--- config.mk ---
export PLATFORM = sky130hd
export DESIGN_NAME = score_display_ctrl
export DESIGN_NICKNAME = d
export VERILOG_FILES = /design/src/rtl/score_display_ctrl.sv
export SDC_FILE = /design/constraint.sdc
export NUM_CORES = 1
export LEC_CHECK = 0
export ABC_AREA = 1
export CAP_MARGIN = 20
export CORE_AREA = 2 2 107 109
export DETAILED_ROUTE_END_ITERATION = 7
export DIE_AREA = 0 0 109 111
export PLACE_DENSITY_LB_ADDON = 0.15
export SYNTH_ARGS = -nofsm -noshare
export SYNTH_HDL_FRONTEND = slang
export SYNTH_SLANG_ARGS = --single-unit
--- constraint.sdc ---
create_clock -name clk -period 4.2 [get_ports clk]
set_input_delay 0.42 -clock clk [delete_from_list [all_inputs] [get_ports clk]]
set_output_delay 0.42 -clock clk [all_outputs]
set_load 0.1 [all_outputs]
--- src/rtl/score_display_ctrl.sv ---
// Two-digit seven-segment score display: live score during play, flashing final
// score on game completion, then the steady high score until the next game.
module score_display_ctrl #(
   parameter int FLASH_PERIOD  = 6_000_000,
   parameter int FLASH_TOGGLES = 6
) (
   input  logic       clk,
   input  logic       nRst,
   input  logic [3:0] bcd_ones,
   input  logic [3:0] bcd_tens,
   input  logic       isGameComplete,
   output logic [6:0] seg_ones,
   output logic [6:0] seg_tens,
   output logic       final_active
);

   localparam int HW = $clog2(FLASH_PERIOD + 1);
   localparam int TW = $clog2(FLASH_TOGGLES + 1);
   localparam logic [HW-1:0] HALF_LAST = HW'(FLASH_PERIOD - 1);
   localparam logic [TW-1:0] TOG_LAST  = TW'(FLASH_TOGGLES - 1);

   localparam logic [1:0] ST_PLAY  = 2'd0;
   localparam logic [1:0] ST_FLASH = 2'd1;
   localparam logic [1:0] ST_HIGH  = 2'd2;

   function automatic logic [6:0] glyph(input logic [3:0] d);
      case (d)
         4'd0:    glyph = 7'h3F;
         4'd1:    glyph = 7'h06;
         4'd2:    glyph = 7'h5B;
         4'd3:    glyph = 7'h4F;
         4'd4:    glyph = 7'h66;
         4'd5:    glyph = 7'h6D;
         4'd6:    glyph = 7'h7D;
         4'd7:    glyph = 7'h07;
         4'd8:    glyph = 7'h7F;
         4'd9:    glyph = 7'h6F;
         default: glyph = 7'h40;
      endcase
   endfunction

   function automatic logic [6:0] tens_glyph(input logic [3:0] d);
      tens_glyph = (d == 4'd0) ? 7'h00 : glyph(d);
   endfunction

   logic [1:0]    state, state_nxt;
   logic [HW-1:0] half_cnt, half_nxt;
   logic [TW-1:0] tog_cnt, tog_nxt;
   logic          visible, vis_nxt;
   logic [3:0]    prev_ones, prev_tens;
   logic          prev_done;
   logic [3:0]    fin_ones, fin_tens, fin_ones_nxt, fin_tens_nxt;
   logic [6:0]    seg_ones_nxt, seg_tens_nxt;
   logic          final_nxt;
   logic          rise;

   // On the rising edge of isGameComplete the inputs already show the high
   // score, so the score just achieved comes from the previous-cycle copy.
   assign rise = isGameComplete & ~prev_done;

   always_comb begin
      state_nxt    = state;
      half_nxt     = half_cnt;
      tog_nxt      = tog_cnt;
      vis_nxt      = visible;
      fin_ones_nxt = fin_ones;
      fin_tens_nxt = fin_tens;
      if (!isGameComplete) begin
         state_nxt = ST_PLAY;
         half_nxt  = '0;
         tog_nxt   = '0;
         vis_nxt   = 1'b1;
      end else begin
         case (state)
            ST_PLAY: begin
               if (rise) begin
                  state_nxt    = ST_FLASH;
                  fin_ones_nxt = prev_ones;
                  fin_tens_nxt = prev_tens;
                  half_nxt     = '0;
                  tog_nxt      = '0;
                  vis_nxt      = 1'b1;
               end
            end
            ST_FLASH: begin
               if (half_cnt == HALF_LAST) begin
                  half_nxt = '0;
                  tog_nxt  = tog_cnt + TW'(1);
                  if (tog_cnt == TOG_LAST) begin
                     state_nxt = ST_HIGH;
                     vis_nxt   = 1'b1;
                  end else begin
                     vis_nxt = ~visible;
                  end
               end else begin
                  half_nxt = half_cnt + HW'(1);
               end
            end
            ST_HIGH: state_nxt = ST_HIGH;
            default: state_nxt = ST_PLAY;
         endcase
      end
   end

   // Output select stage: segments follow the state being entered this edge.
   always_comb begin
      final_nxt    = 1'b0;
      seg_ones_nxt = glyph(bcd_ones);
      seg_tens_nxt = tens_glyph(bcd_tens);
      if (state_nxt == ST_FLASH) begin
         final_nxt = 1'b1;
         if (vis_nxt) begin
            seg_ones_nxt = glyph(fin_ones_nxt);
            seg_tens_nxt = tens_glyph(fin_tens_nxt);
         end else begin
            seg_ones_nxt = 7'h00;
            seg_tens_nxt = 7'h00;
         end
      end
   end

   always_ff @(posedge clk or negedge nRst) begin
      if (!nRst) begin
         state        <= ST_PLAY;
         half_cnt     <= '0;
         tog_cnt      <= '0;
         visible      <= 1'b1;
         prev_ones    <= 4'd0;
         prev_tens    <= 4'd0;
         prev_done    <= 1'b0;
         seg_ones     <= 7'h3F;
         seg_tens     <= 7'h00;
         final_active <= 1'b0;
      end else begin
         state        <= state_nxt;
         half_cnt     <= half_nxt;
         tog_cnt      <= tog_nxt;
         visible      <= vis_nxt;
         prev_ones    <= bcd_ones;
         prev_tens    <= bcd_tens;
         prev_done    <= isGameComplete;
         seg_ones     <= seg_ones_nxt;
         seg_tens     <= seg_tens_nxt;
         final_active <= final_nxt;
      end
   end

   // Latched final score is pure data and only read while flashing.
   always_ff @(posedge clk) begin
      fin_ones <= fin_ones_nxt;
      fin_tens <= fin_tens_nxt;
   end

endmodule

==> run metrics <==
status complete, no violations; Hold/Removal Path Class input pin to asynchronous set/reset pin; worst slack, placed 1.41 ns; R2R Path Start half_cnt[0]$_DFFE_PN0P_; top cells by area, synth dfrtp_1 (31%), nand2_1 (13%), ha_1 (7.7%), inv_1 (7.1%), nand3_1 (6.2%); cell area after synthesis 3720 um^2; period utilization 58.0%; initial antenna violation count 0; Via Count 3193; filler instances 1133; CTS Buf Count 9; final slew viol count 0; Gate power share 22.1%; Final Skew 0.00687 ns; largest net degree at the start of global routing 54; Lkg Pwr 2.17 nW; global placer's final weighted congestion 0.861; total track usage 15.2%; mean routed wirelength per cell 12.6 um; Crit Path Max Fanout 16; antenna-violating nets left 0; core box area 11100 um^2; RSZ-0062 raised after global routing false; Reg clk slew, reported paths 0.06 ns; Root Buffer clkbuf_16; Synth Net Count 536; final hold vios 0; CP Class input pin to register; power per cell area 422 nW/um^2; reg2reg path depth 11; Worst Path Required 4.47 ns; min Tclk post-route 2.43 ns; vias in the first global route 3096; Post-Route Setup TNS 0 ns; cells after synthesis 502; DRC 0; Die H 111 um; Setup Viol. Count Final 0; Post-synth EDFFs 0; P_sw 0.000592 W; sequential-to-total area share from yosys stat 40.2%; Critical Path AT 2.70 ns; area leader, netlist dfrtp_1; share of layout cells above drive strength 1 9.35%; Mapped Avg Cell Area 7.41 um^2; count leader, synth nand2_1; Post-CTS Resized 0; sequential power share 34.6%; worst reg2reg setup slack 1.84 ns; TritonRoute pass-1 iters 5; global-route wire length before repair 14.4 mm; CTS Hold Bufs 0; via/cell ratio 4.71; Slew @ Worst Pin 0.975 ns; Die ar. 12100 um^2; Final nets 564; Max Root-Sink Buffers 2; routed wire length 8.56 mm; yosys warns 0; Cell Rows 39; Initial Util 33.6%; Post-synth top cells nand2_1 (131), inv_1 (70), nor2_1 (53); Critical R2R Capture tog_cnt[0]$_DFFE_PN0P_; slack of the critical path 1.77 ns; port buffer count 25; Setup Buffers After CTS 0; Yosys cell types 40; Initial DRC Count 137; Yosys reg bits 61; Slew headroom 34.8%; Worst-Skew Late Latency 0.33 ns; internal power 0.00127 W; H-tree levels 3; CTS tree yes; Post-DP HPWL 6.32 mm; CP Capture Type register; max cap viols 0; # IOs 26; Overflow after GRT 0; Primary FF master, synth dfrtp_1; Peak VDD IR 0.000174 V; area share of the largest cell type after synthesis 30.9%; CP startpoint kind input pin; Post-synth ARST share 86.9%; # diodes 0; area delta synth->final 18.6%; Net Sw Frac 31.8%; die extent in x 109 um; clk sink count 61; Clock Power Share 43.3%; f_max 411 MHz
[stage by stage]
step	hold slack, ns	cells	utilization (%)	instance area [um^2]	total power (W)
2_1_floorplan	0.124	502	-	3720	0.000971
3_3_place_gp	0.503	662	36.9	4090	0.00107
3_5_place_dp	0.501	662	36.9	4090	0.00107
4_1_cts	0.246	678	39.8	4410	0.00188
5_1_grt	0.292	678	39.8	4410	0.00195
6_report	0.224	678	39.8	4410	0.00186
[final cells by class]
class                      count  area [um^2]  share of cell area [%]
inverter                      78          293                    6.64
clock buffer                  10          239                    5.42
multi-input combinational    354         1870                    42.3
sequential                    61         1500                    33.9
timing repair buffer          26          253                    5.73
tap                          143          179                    4.06
clock inverter                 6         86.3                    1.96
[worst max-delay path by stage]
stage	from	to	slack, ns	cells after the start
floorplan	state[1]$_DFF_PN0_	seg_ones[3]$_DFF_PN1_	2.29	14
finish	isGameComplete	seg_tens[3]$_DFF_PN0_	1.77	13
detailed placement	isGameComplete	seg_tens[3]$_DFF_PN0_	1.41	13
global route	isGameComplete	seg_tens[0]$_DFF_PN0_	1.50	12
CTS	isGameComplete	seg_tens[3]$_DFF_PN0_	1.76	13
global placement	isGameComplete	seg_tens[3]$_DFF_PN0_	1.45	13
[power by group through the flow]
stage	clock [W]	combinational, W	sequential (W)
2_1_floorplan	0	0.000178	0.000792
3_3_place_gp	0	0.000413	0.000655
3_5_place_dp	0	0.000412	0.000655
4_1_cts	0.000825	0.000415	0.000645
5_1_grt	0.000853	0.000452	0.000648
6_report	0.000806	0.000412	0.000644
[critical path: stages]
cell and delay [ns]:
clkdlybuf4s50_1 0.78, nand3_4 0.30, inv_2 0.16, nand2_1 0.06, nand2_1 0.12, inv_1 0.09, ha_1 0.28, inv_1 0.03
nor2_1 0.13, nor2_1 0.06, nor2_1 0.09, nand3_1 0.08, nand2_1 0.09
[metal layers]
metal  GRT usage [%]  share of wire [%]
met1            19.4                 47
met5               0                  0
met2            24.3                 48
met4            5.21                1.7
met3            4.29                4.0
[registers in the layout, summed over array words and instances (netlist names)]
| name | count |
|---|---|
| fin_ones | 4 |
| fin_tens | 4 |
| final_active | 1 |
| half_cnt | 23 |
| prev_done | 1 |
| prev_ones | 4 |
| prev_tens | 4 |
| seg_ones | 7 |
| seg_tens | 7 |
| state | 2 |
| tog_cnt | 3 |
| visible | 1 |
[cells in the final DEF, fill, tap and decap left out, types with 10 or more instances in the layout]
master / n
nand2_1: 131
o21ai_0: 22
dfrtp_1: 46
ha_1: 23
nand4_1: 10
nand3_1: 46
clkdlybuf4s50_1: 24
nor3_1: 10
nor2_1: 53
inv_1: 70
a21oi_1: 15
[cell families (layout without fill, tap and decap cells)]
family          count (synthesis)  after routing  share of synthesized area (%)
compound gates                 59             59                           9.65
simple gates                  269            269                           32.1
xor+xnor                        3              3                          0.706
flops                          61             61                           40.2
buf+inv                        87            120                           9.65
fa+ha+maj                      23             23                           7.73
Note: power is estimated with default switching activity, not from simulation.
